### config.mk
export PLATFORM = sky130hd
export DESIGN_NAME = rf_wport_sched
export DESIGN_NICKNAME = d
export VERILOG_FILES = /design/src/rtl/rf_wport_sched_pkg.sv /design/src/rtl/sync_fifo.sv /design/src/rtl/rf_wport_sched.sv
export SDC_FILE = /design/constraint.sdc
export NUM_CORES = 1
export LEC_CHECK = 0
export CORE_MARGIN = 4
export CORE_UTILIZATION = 35
export CTS_BUF_LIST = sky130_fd_sc_hd__clkbuf_4 sky130_fd_sc_hd__clkbuf_8
export CTS_CLUSTER_DIAMETER = 30
export CTS_CLUSTER_SIZE = 30
export DETAILED_ROUTE_END_ITERATION = 12
export GPL_TIMING_DRIVEN = 0
export PLACE_DENSITY = 0.63
export SYNTH_ARGS = -nofsm -noshare
export SYNTH_HDL_FRONTEND = slang
export SYNTH_SLANG_ARGS = --single-unit
export TNS_END_PERCENT = 20
### constraint.sdc
create_clock -name clk_i -period 3.8 [get_ports clk_i]
set_clock_uncertainty 0.1 [all_clocks]
set_input_delay 0.57 -clock clk_i [delete_from_list [all_inputs] [get_ports clk_i]]
set_output_delay 0.57 -clock clk_i [all_outputs]
set_load 0.01 [all_outputs]
### src/rtl/rf_wport_sched_pkg.sv
// rtl/rf_wport_sched_pkg.sv - shared constants, types and helpers for the write-port scheduler
package rf_wport_sched_pkg;

  localparam int RF_XLEN   = 32;
  localparam int REG_NUM   = 32;
  localparam int RF_ADDR_W = 5;

  typedef enum logic [1:0] {
    SRC_NONE,
    SRC_WB,
    SRC_FIFO
  } port_src_e;

  // x0 never gets a scoreboard bit, so it maps to an all-zero mask.
  function automatic logic [REG_NUM-1:0] rd_onehot(input logic [RF_ADDR_W-1:0] a);
    rd_onehot = '0;
    if (a != '0) rd_onehot[a] = 1'b1;
  endfunction

endpackage

### src/rtl/sync_fifo.sv
// rtl/sync_fifo.sv - synchronous FIFO with push/pop/full/empty/count
module sync_fifo #(
  parameter int WIDTH = 8,
  parameter int DEPTH = 2
) (
  input  logic                       clk_i,
  input  logic                       rst_i,
  input  logic                       push_i,
  input  logic                       pop_i,
  input  logic [WIDTH-1:0]           wdata_i,
  output logic [WIDTH-1:0]           rdata_o,
  output logic                       full_o,
  output logic                       empty_o,
  output logic [$clog2(DEPTH):0]     count_o
);

  localparam int AW = $clog2(DEPTH);

  logic [WIDTH-1:0] mem_q [DEPTH];
  logic [AW-1:0]    wr_ptr_q, wr_ptr_d;
  logic [AW-1:0]    rd_ptr_q, rd_ptr_d;
  logic [AW:0]      count_q, count_d;
  logic             do_push, do_pop;

  always_comb begin
    full_o   = (count_q == (AW+1)'(DEPTH));
    empty_o  = (count_q == '0);
    count_o  = count_q;
    rdata_o  = mem_q[rd_ptr_q];
    do_push  = push_i && !full_o;
    do_pop   = pop_i && !empty_o;
    wr_ptr_d = wr_ptr_q;
    rd_ptr_d = rd_ptr_q;
    count_d  = count_q;
    // Pointers wrap naturally because DEPTH is a power of two.
    if (do_push) wr_ptr_d = wr_ptr_q + AW'(1);
    if (do_pop)  rd_ptr_d = rd_ptr_q + AW'(1);
    case ({do_push, do_pop})
      2'b10:   count_d = count_q + (AW+1)'(1);
      2'b01:   count_d = count_q - (AW+1)'(1);
      default: count_d = count_q;
    endcase
  end

  always_ff @(posedge clk_i) begin
    if (rst_i) begin
      wr_ptr_q <= '0;
      rd_ptr_q <= '0;
      count_q  <= '0;
    end else begin
      wr_ptr_q <= wr_ptr_d;
      rd_ptr_q <= rd_ptr_d;
      count_q  <= count_d;
    end
  end

  always_ff @(posedge clk_i) begin
    if (do_push) mem_q[wr_ptr_q] <= wdata_i;
  end

endmodule

### src/rtl/rf_wport_sched.sv
// rtl/rf_wport_sched.sv - shares the regfile write port between WB and a long-latency unit, with hazard scoreboard
module rf_wport_sched
  import rf_wport_sched_pkg::*;
#(
  parameter int XLEN       = RF_XLEN,
  parameter int FIFO_DEPTH = 2,
  parameter int STARVE_MAX = 4
) (
  input  logic                 clk_i,
  input  logic                 rst_i,
  input  logic                 wb_we_i,
  input  logic [4:0]           wb_rd_addr_i,
  input  logic [XLEN-1:0]      wb_rd_data_i,
  input  logic                 mc_issue_i,
  input  logic [4:0]           mc_issue_rd_i,
  input  logic                 mc_valid_i,
  input  logic [4:0]           mc_rd_addr_i,
  input  logic [XLEN-1:0]      mc_data_i,
  output logic                 mc_ready_o,
  input  logic [4:0]           dec_rs1_addr_i,
  input  logic [4:0]           dec_rs2_addr_i,
  input  logic [4:0]           dec_rd_addr_i,
  output logic                 dec_stall_o,
  output logic                 wb_hold_o,
  output logic                 rf_we_o,
  output logic [4:0]           rf_rd_addr_o,
  output logic [XLEN-1:0]      rf_rd_data_o
);

  localparam int CW = $clog2(FIFO_DEPTH) + 1;
  localparam int SW = $clog2(STARVE_MAX + 1);
  localparam int EW = RF_ADDR_W + XLEN;

  logic [EW-1:0]        head;
  logic                 fifo_empty, fifo_full;
  logic [CW-1:0]        fifo_count;
  logic                 real_wb, push, pop;
  port_src_e            src;
  logic [RF_ADDR_W-1:0] head_rd;
  logic [XLEN-1:0]      head_data;
  logic [REG_NUM-1:0]   pending_q, pending_d;
  logic [REG_NUM-1:0]   pop_mask, pend_eff;
  logic [SW-1:0]        starve_q, starve_d;
  logic                 hold_q, hold_d;

  sync_fifo #(
    .WIDTH (EW),
    .DEPTH (FIFO_DEPTH)
  ) u_fifo (
    .clk_i   (clk_i),
    .rst_i   (rst_i),
    .push_i  (push),
    .pop_i   (pop),
    .wdata_i ({mc_rd_addr_i, mc_data_i}),
    .rdata_o (head),
    .full_o  (fifo_full),
    .empty_o (fifo_empty),
    .count_o (fifo_count)
  );

  always_comb begin
    head_rd      = head[EW-1:XLEN];
    head_data    = head[XLEN-1:0];
    real_wb      = wb_we_i && (wb_rd_addr_i != '0);
    mc_ready_o   = (fifo_count != CW'(FIFO_DEPTH));
    src          = SRC_NONE;
    if (!rst_i) begin
      if (real_wb)          src = SRC_WB;
      else if (!fifo_empty) src = SRC_FIFO;
    end
    pop          = (src == SRC_FIFO);
    push         = mc_valid_i && mc_ready_o && !rst_i;
    rf_we_o      = 1'b0;
    rf_rd_addr_o = '0;
    rf_rd_data_o = '0;
    case (src)
      SRC_WB: begin
        rf_we_o      = 1'b1;
        rf_rd_addr_o = wb_rd_addr_i;
        rf_rd_data_o = wb_rd_data_i;
      end
      SRC_FIFO: begin
        rf_we_o      = (head_rd != '0);
        rf_rd_addr_o = head_rd;
        rf_rd_data_o = head_data;
      end
      default: ;
    endcase

    // The regfile writes through, so a register retiring this cycle no longer blocks decode.
    pop_mask    = pop ? rd_onehot(head_rd) : '0;
    pend_eff    = pending_q & ~pop_mask & ~REG_NUM'(1);
    dec_stall_o = !rst_i && (pend_eff[dec_rs1_addr_i] || pend_eff[dec_rs2_addr_i] ||
                             pend_eff[dec_rd_addr_i]);

    // Clear first so a same-cycle reissue of the retiring rd keeps its bit.
    pending_d = pending_q & ~pop_mask;
    if (mc_issue_i) pending_d = pending_d | rd_onehot(mc_issue_rd_i);

    starve_d = starve_q;
    hold_d   = 1'b0;
    if (pop) begin
      starve_d = '0;
    end else if (!fifo_empty && real_wb) begin
      if (starve_q == SW'(STARVE_MAX - 1)) begin
        starve_d = '0;
        hold_d   = 1'b1;
      end else begin
        starve_d = starve_q + SW'(1);
      end
    end
    wb_hold_o = hold_q;
  end

  always_ff @(posedge clk_i) begin
    if (rst_i) begin
      pending_q <= '0;
      starve_q  <= '0;
      hold_q    <= 1'b0;
    end else begin
      pending_q <= pending_d;
      starve_q  <= starve_d;
      hold_q    <= hold_d;
    end
  end

endmodule

==> results.md <==
## Layout
- 47.0% — Layout Area Growth over Synthesis
- 857 — total number of nets in the final design
- 17.0% — proportion of layout cells with a drive suffix above 1
- 1369 — number of filler cells placed in the layout

## Clock tree
- 0.43 ns — worst skew pair latency
- yes — CTS tree
- 114 — number of sinks driven by the clock tree
- 0 — hold bufs inserted after CTS
- sky130_fd_sc_hd__clkbuf_8 — clk root buf
- 17 — TritonCTS Buffers
- 2 — Max Root-Sink Buffers
- 0.07 ns — clock-pin slew on the worst setup and hold paths
- 4 — total number of H-tree levels

## GRT
- 30 — maximum number of pins on one net before global-route repair
- 0 — GRT overflow
- 29400 µm — wire length of the first global-routing pass
- 5 — number of antenna violations at the first check in global routing
- 20.7% — global-route usage over all layers
- 5514 — number of global-route vias before repair

## STA
- 31.8% — Slew Limit Headroom
- 99.2% — share of the clock period used by the worst path
- 1.02 ns — slew of the pin with the lowest slew margin
- 0 — final hold violations
- 0.265 GHz — maximum clock frequency
- 0 ns — Setup TNS Final
- 3.77 ns — min cycle time layout
- 0 — number of pins exceeding their max-slew limit in the final report
- 0 — setup violators final
- true — unrepaired setup endpoints after global routing

## Synthesis
- 0.00578 mm² — synthesized cell area
- 0% — Async S/R FF share, synth
- 38.4% — share of Yosys cell area claimed by the top area cell type
- sky130_fd_sc_hd__nand2_1 (83), sky130_fd_sc_hd__edfxtp_1 (74), sky130_fd_sc_hd__o21ai_0 (61), sky130_fd_sc_hd__mux2i_1 (47), sky130_fd_sc_hd__dfxtp_1 (40) — commonest cells in the synthesized netlist
- sky130_fd_sc_hd__edfxtp_1 — dominant synthesized flop cell
- 0 — Synth warnings
- sky130_fd_sc_hd__edfxtp_1 — top cell type by total area after synthesis
- 114 — post-synthesis register bit count
- 63 — number of distinct library cell variants in the gate-level netlist after synthesis
- sky130_fd_sc_hd__edfxtp_1 (38%), sky130_fd_sc_hd__dfxtp_1 (14%), sky130_fd_sc_hd__mux2i_1 (8.1%), sky130_fd_sc_hd__nand2_1 (5.4%), sky130_fd_sc_hd__o21ai_0 (5.3%) — top cells by area in the synthesized netlist
- 74 — number of flops mapped to enable cells by yosys
- 667 — net count after synthesis
- sky130_fd_sc_hd__nand2_1 — most frequent cell after synthesis
- 10.2 µm² — average cell area after synthesis
- 52.3% — sequential element share of the synthesized area
- 566 — gate count of the mapped netlist

## Setup path
- input pin to output pin — Worst Setup Path Type
- 3.13 ns — required time worst endpoint
- 3.10 ns — endpoint arrival time on the critical path
- output pin — crit end category
- input pin — sort of element at the start of the critical path
- 6 — maximum net fanout on the critical path

## Power
- 237 µV — maximum ir drop on the vdd rail
- 2.76 nW — Pleak
- 3.04 mW — Total Power Consumption
- 358 mW/mm² — PD cells

## Floorplan
- 0.0186 mm² — area enclosed by the die boundary
- 140 — number of primary I/O pins
- 46 — FP Rows
- 36.0% — starting utilization of the core area
- 0.0161 mm² — core region area
- 137 µm — horizontal extent of the die
- 137 µm — floorplan die height

## Routing
- 339 — DR iter-0 viols
- 19.7 µm — post-detailed-route wirelength per cell
- 5466 — via count of the routed design
- 5.54 — average via count per standard cell
- 19400 µm — overall routed net length
- 5 — total iterations of the first detailed-routing run
- 0 — DRT antenna net count
- 0 — drc violations

## Placed design
- 13800 µm — post-detailed-placement half-perimeter wirelength
- 0.977 — GPL Wtd Cong
- 137 — IO buf count

## Outcome
- complete, no violations — run status

## Job
- 0 — count of max-cap constraint violations

## Min path
- flop to flop — path category of the worst min-delay check

==> flip-flops by register name (all words and copies together), names as in the netlist, named ones only <==
name             cells
pending_q           31
starve_q             3
u_fifo.count_o       2
u_fifo.mem_q        74
u_fifo.rd_ptr_q      1
u_fifo.wr_ptr_q      1
wb_hold_o            1
==> metrics by stage <==
step	worst slack, ns	instance area (µm²)	hold slack (ns)	std cells	util, %
after floorplan	0.630	5780	0.307	566	-
after global placement	-0.958	7430	0.316	919	46.2
after detailed placement	-0.945	7480	0.332	921	46.6
after CTS	-0.167	8220	0.342	971	51.2
after global routing	-0.0713	8500	0.367	986	53.0
final	0.0294	8500	0.340	986	53.0
==> worst paths after layout <==
check,start,end,slack (ns),depth (start not counted)
setup / recovery,wb_rd_addr_i[3],dec_stall_o,0.03,12
hold / removal,starve_q[2]$_SDFFE_PP0P_,starve_q[2]$_SDFFE_PP0P_,0.34,2
setup reg to reg,u_fifo.count_o[1]$_SDFFE_PP0P_,u_fifo.count_o[1]$_SDFFE_PP0P_,1.27,7
hold reg to reg,starve_q[2]$_SDFFE_PP0P_,starve_q[2]$_SDFFE_PP0P_,0.34,2
==> area by class of cell <==
class                      count  area [µm²]  share of cell area (%)
buffer                        29         133                    1.56
inverter                      11        41.3                   0.486
clock buffer                  20         256                    3.02
clock inverter                12         140                    1.65
antenna                        1        2.50                  0.0294
timing repair buffer         170        1660                    19.6
sequential                   114        3020                    35.6
tap                          216         270                    3.18
multi-input combinational    413        2970                    35.0
==> kinds of logic after synthesis <==
| family | synth area share (%) |
|---|---|
| AOI/OAI and AO/OA | 19.9 |
| DFF | 52.3 |
| adders and majority gates | 0.433 |
| muxes | 9.50 |
| buffers and inverters | 2.88 |
| and+or+nand+nor | 14.6 |
| xor gates and xnor gates | 0.454 |
==> power breakdown <==
part           internal [mW]  switching [mW]  total, mW
registers               1.37          0.0243       1.39
clock network          0.659           0.475       1.13
logic                  0.251           0.265      0.517
==> per-layer routing <==
layer	global-route usage, %	wire length (µm)	vias up
met5	0	49	-
met4	8.68	580	8
met3	9.01	2200	48
met2	33.1	9080	287
met1	24.3	7480	2576
li1	-	-	2547
==> worst max-delay path, cell delays in order <==
cell	delay, ns
sky130_fd_sc_hd__dlygate4sd2_1	0.28
sky130_fd_sc_hd__o31ai_4	0.28
sky130_fd_sc_hd__buf_12	0.17
sky130_fd_sc_hd__o2111ai_4	0.21
sky130_fd_sc_hd__buf_6	0.18
sky130_fd_sc_hd__o21ai_4	0.17
sky130_fd_sc_hd__mux2i_1	0.10
sky130_fd_sc_hd__and4b_1	0.17
sky130_fd_sc_hd__or4_1	0.50
sky130_fd_sc_hd__o22ai_2	0.20
sky130_fd_sc_hd__a31oi_1	0.11
sky130_fd_sc_hd__clkbuf_2	0.16
==> what timing repair did <==
| action | CTS | global route |
|---|---|---|
| cloned | 1 | 0 |
| setup endpoints to repair | 38 | 29 |
| pin swaps | 14 | 6 |
| buffers inserted | 17 | 14 |
| gates resized for setup | 52 | 40 |
==> cell usage in the layout, fill, tap and decap left out, types with 10 or more instances in the layout <==
master	Yosys	final
sky130_fd_sc_hd__o21ai_2	6	10
sky130_fd_sc_hd__buf_4	2	30
sky130_fd_sc_hd__o21ai_1	10	11
sky130_fd_sc_hd__clkbuf_8	0	17
sky130_fd_sc_hd__a21oi_1	38	38
sky130_fd_sc_hd__clkbuf_1	19	19
sky130_fd_sc_hd__nand2_1	83	83
sky130_fd_sc_hd__dfxtp_1	40	40
sky130_fd_sc_hd__edfxtp_1	74	74
sky130_fd_sc_hd__clkdlybuf4s50_1	0	130
sky130_fd_sc_hd__mux2i_1	47	47
sky130_fd_sc_hd__nor2_1	28	24
sky130_fd_sc_hd__nor3_1	14	13
sky130_fd_sc_hd__o21ai_0	61	47
sky130_fd_sc_hd__o22ai_1	14	13
(Power assumes the default switching activity.)
==> patch 1 (same settings) <==
Take the reset off `pending_q` and load it in a clocked block of its own.
--- a/src/rtl/rf_wport_sched.sv
+++ b/src/rtl/rf_wport_sched.sv
@@ -115,9 +115,7 @@
   always_ff @(posedge clk_i) begin
     if (rst_i) begin
-      pending_q <= '0;
       starve_q  <= '0;
       hold_q    <= 1'b0;
     end else begin
-      pending_q <= pending_d;
       starve_q  <= starve_d;
       hold_q    <= hold_d;
@@ -125,4 +123,8 @@
   end
 
+  always_ff @(posedge clk_i) begin
+    pending_q <= pending_d;
+  end
+
 endmodule
 
Formal check against the unedited RTL: not equivalent (Yosys sat finds a counterexample within 4 cycles, from zero or initial values and one cycle with rst_i high).
==> patch 1 against the unedited design <==
- final area shrank 3.1%
- cell count decreased by 6.1%
- routed wire length fell by 6.4%
- power rose by 14%
- non-clock buffer count decreased by 26
- first-iteration DRC count fell by 19%
- combinational power up 53%
- count of clock-buffer cells in the layout fell by 2
- sequential cell count unchanged
- synthesized area decreased by 1.7%
- critical path depth shrank 2
- worst setup slack improved by 0.021 ns
- via count down 6.9%
- critical path type unchanged
==> patch 1: results (changes against the unedited design) <==
qor: place.cell_count_after_placement 880 [-4.5%]
qor: detailed_routing.detailed_route_wire_length 18100 µm [-6.4%]
qor: layout.layout.filler_cells 1422 [+3.9%]
qor: place.post_dp_area 0.00734 mm² [-1.9%]
qor: power.internal_power 2470 µW [+8.3%]
qor: logic_synthesis.most_numerous_cell_types_in_the_synthesized_netlist 98 x sky130_fd_sc_hd__o21ai_0, 74 x sky130_fd_sc_hd__edfxtp_1, 50 x sky130_fd_sc_hd__mux2i_1, 50 x sky130_fd_sc_hd__nand2_1, 40 x sky130_fd_sc_hd__dfxtp_1
qor: global_route.grt.total_usage 20.0% [-0.68 points]
qor: global_route.global_route_wire_length_before_repair 28500 µm [-3.1%]
qor: global_route.via_count_of_the_first_global_routing_pass 5355 [-2.9%]
qor: logic_synthesis.ys_types 66 [+4.8%]
qor: detailed_routing.met3RoutedLength 1500 µm [-32%]
qor: layout.multi_input_area 0.00286 mm² [-3.7%]
qor: power.p_sw 1000 µW [+31%]
qor: detailed_routing.drt-initial-drc-count 276 [-19%]
qor: global_route.largest_net_degree_at_the_start_of_global_routing 33 [+10%]
qor: layout.area_growth_syn_to_layout 45.0%
qor: outcome.outcome finished clean
qor: place.post-place-ws -0.700 ns [+0.246 ns]
qor: detailed_routing.drt-wirelength-per-cell 19.6 µm [-0.39%]
qor: setup_path.crit_path_top_delay_cell sky130_fd_sc_hd__or3_1
qor: logic_synthesis.synth_fp_nets 630 [-5.5%]
qor: global_route.grt_use_met2 33.5% [+0.38 points]
qor: clock_network.cts.repair_timing.setup_buffer_count 11 [-6]
qor: logic_synthesis.synth.top_cells.by_area sky130_fd_sc_hd__edfxtp_1 39%, sky130_fd_sc_hd__dfxtp_1 14%, sky130_fd_sc_hd__mux2i_1 8.8%
qor: place.io_port_bufs 133 [-2.9%]
qor: logic_synthesis.seq_area_frac_synth 53.2% [+0.91 points]
qor: place.post-dp-hpwl 13400 µm [-3.1%]
qor: setup_path.timing.critical_path.fanout_max 5 [-1]
qor: logic_synthesis.postSynthCellCount 529 [-6.5%]
qor: layout.n_all_buffers 173 [-13%]
qor: layout.area_share_nonclk_buffers 19.9% [-1.3 points]
qor: detailed_routing.wl_met1 7560 µm [+1.1%]
-- patch 1: changes by cell type after synthesis, moves of 4 or more --
cell                       delta
sky130_fd_sc_hd__o22ai_1     -11
sky130_fd_sc_hd__nor2_1       -4
sky130_fd_sc_hd__nand3_1      +5
sky130_fd_sc_hd__o21ai_2      -5
sky130_fd_sc_hd__nand2_1     -33
sky130_fd_sc_hd__o211ai_1     -6
sky130_fd_sc_hd__o21ai_1      +6
sky130_fd_sc_hd__nand3b_1     +7
sky130_fd_sc_hd__a21oi_1     -28
sky130_fd_sc_hd__o21ai_0     +37
-- patch 1: cells by family (layout without fill, tap and decap cells) --
family          count (synthesis)  after routing  share of synthesized area, %
compound gates                178            178                          20.1
simple gates                  143            143                          13.1
flops                         114            114                          53.2
mux                            53             53                          10.1
buf+inv                        36            216                          2.71
xor+xnor                        3              3                         0.462
fa+ha+maj                       2              2                         0.440
other cells                     0              1                             0
-- patch 1: worst paths after layout --
| kind | end | cells after the start | slack, ns | from |
|---|---|---|---|---|
| max reg2reg | u_fifo.count_o[1]$_SDFFE_PP0P_ | 7 | 1.33 | u_fifo.count_o[1]$_SDFFE_PP0P_ |
| min reg2reg | starve_q[2]$_SDFFE_PP0P_ | 2 | 0.34 | starve_q[2]$_SDFFE_PP0P_ |
| max | dec_stall_o | 10 | 0.05 | wb_rd_addr_i[0] |
| min | starve_q[2]$_SDFFE_PP0P_ | 2 | 0.34 | starve_q[2]$_SDFFE_PP0P_ |
-- patch 1: tightest hold or removal path: stages (launching register included) --
cell and delay (ns):
sky130_fd_sc_hd__dfxtp_1 0.32, sky130_fd_sc_hd__nand2_1 0.05, sky130_fd_sc_hd__a21oi_1 0.03
==> patch 2 (same flow settings) <==
Without the edit above. Change the parameter `FIFO_DEPTH` from 2 to 4.
--- a/src/rtl/rf_wport_sched.sv
+++ b/src/rtl/rf_wport_sched.sv
@@ -4,5 +4,5 @@
 #(
   parameter int XLEN       = RF_XLEN,
-  parameter int FIFO_DEPTH = 2,
+  parameter int FIFO_DEPTH = 4,
   parameter int STARVE_MAX = 4
 ) (
Check against the original RTL: not equivalent (a bounded check fails within 4 cycles, from zero or initial values and one cycle with rst_i high).
==> patch 2 against the unedited design <==
- the flow now finishes with violations (setup timing)
- power is 36% higher
- synthesized area grew 50%
- die area increased by 47%
- sequential cell count is 78 higher
- combinational power shrank 12%
- cell count grew 15%
- sequential power increased by 67%
- worst hold slack improved by 0.017 ns
- worst setup slack worse by 0.78 ns
- routed wire length rose by 17%
- final area is 32% higher
- non-clock buffer count is 13 lower
- critical path type unchanged
- largest power group unchanged
==> patch 2: results (changes against the unedited design) <==
qor: outcome.outcome complete, but fails checks
qor: outcome.violations setup timing
qor: power.power_per_cell_area 370 mW/mm² [+3.4%]
qor: timing.worstMarginPinSlew 1.00 ns [-0.0174 ns]
qor: timing.sum_neg_setup_slack -0.751 ns [-0.751 ns]
qor: global_route.grt_use_met2 27.7% [-5.4 points]
qor: logic_synthesis.synth-edff-count 148 [+100%]
qor: logic_synthesis.seq_area_frac_synth 61.3% [+9.1 points]
qor: logic_synthesis.most_numerous_cell_types_in_the_synthesized_netlist 148 x sky130_fd_sc_hd__edfxtp_1, 71 x sky130_fd_sc_hd__nor2_1, 50 x sky130_fd_sc_hd__mux4_2, 44 x sky130_fd_sc_hd__dfxtp_1, 39 x sky130_fd_sc_hd__a21oi_1
qor: layout.fraction_of_layout_cells_with_a_size_suffix_above_1 19.3% [+2.2 points]
qor: timing.postLayoutSetupSlackWorst -0.751 ns [-0.780 ns]
qor: layout.final_net_count 904 [+5.5%]
qor: layout.layout.filler_cells 2229 [+63%]
qor: power.internal_power 3090 µW [+36%]
qor: setup_path.crit_path_top_delay_cell sky130_fd_sc_hd__or4_4
qor: clock_network.clk_pin_slew_worst_paths 0.10 ns [+0.03 ns]
qor: global_route.largest_net_degree_at_the_start_of_global_routing 33 [+10%]
qor: global_route.global_route_wire_length_before_repair 34700 µm [+18%]
qor: layout.largest_reg_flops 148 [+100%]
qor: logic_synthesis.synth.top_cells.by_area sky130_fd_sc_hd__edfxtp_1 51%, sky130_fd_sc_hd__mux4_2 13%, sky130_fd_sc_hd__dfxtp_1 10%
qor: global_route.grt_antenna_before_repair 2 [-3]
qor: detailed_routing.drt-vias-per-instance 5.35 [-3.6%]
qor: place.post-dp-hpwl 16100 µm [+16%]
qor: power.pwr-share-seq 56.1% [+10 points]
qor: place.cell_count_after_placement 1093 [+19%]
qor: timing.setup_violations 1 [+1]
qor: clock_network.cts.repair_timing.setup_buffer_count 8 [-9]
qor: detailed_routing.drt-initial-drc-count 454 [+34%]
qor: power.ir_worst_vdd 0.000219 V [-7.5%]
qor: global_route.grt.met3_usage 3.77% [-5.2 points]
patch 2: cell count changes after synthesis, sizes merged, moves of 34 or more:
| cell | delta |
|---|---|
| mux4 | +47 |
| nor2 | +43 |
| o21ai | -51 |
| nand2 | -48 |
| mux2i | -41 |
| a22oi | +34 |
| edfxtp | +74 |
patch 2: final timing paths:
path / start / to / slack (ns)
hold / removal: starve_q[2]$_SDFFE_PP0P_ / starve_q[2]$_SDFFE_PP0P_ / 0.36
setup / recovery: wb_rd_addr_i[0] / dec_stall_o / -0.75
hold reg to reg: starve_q[2]$_SDFFE_PP0P_ / starve_q[2]$_SDFFE_PP0P_ / 0.36
setup reg to reg: u_fifo.count_o[0]$_SDFFE_PP0P_ / u_fifo.count_o[2]$_SDFFE_PP0P_ / 0.91
patch 2: per-layer routing:
metal	routed length, µm	share of wire, %	vias up
met5	27	0.12	-
met4	281	1.2	4
met3	1960	8.7	27
met2	10900	48	248
met1	9420	42	2977
li1	-	-	2800
patch 2: final cells by class:
| type | instances | area [µm²] | area share, % |
|---|---|---|---|
| Clock inverter | 15 | 186 | 1.66 |
| Buffer | 40 | 273 | 2.44 |
| Clock buffer | 17 | 234 | 2.09 |
| Timing Repair Buffer | 146 | 1490 | 13.3 |
| Sequential cell | 192 | 5330 | 47.6 |
| Multi-Input combinational cell | 383 | 3220 | 28.7 |
| Tap cell | 324 | 405 | 3.62 |
| Inverter | 16 | 62.6 | 0.559 |
patch 2: cells by family (layout without fill, tap and decap cells):
group	after synthesis	count (layout)	share of synthesized area (%)
flip-flops	192	192	61.3
AND/OR/NAND/NOR	163	163	8.93
AO/OA/AOI/OAI	147	147	11.1
multiplexers	59	59	14.0
buffers and inverters	58	234	2.69
adder cells (fa/ha/maj)	9	9	1.38
XOR/XNOR	5	5	0.504
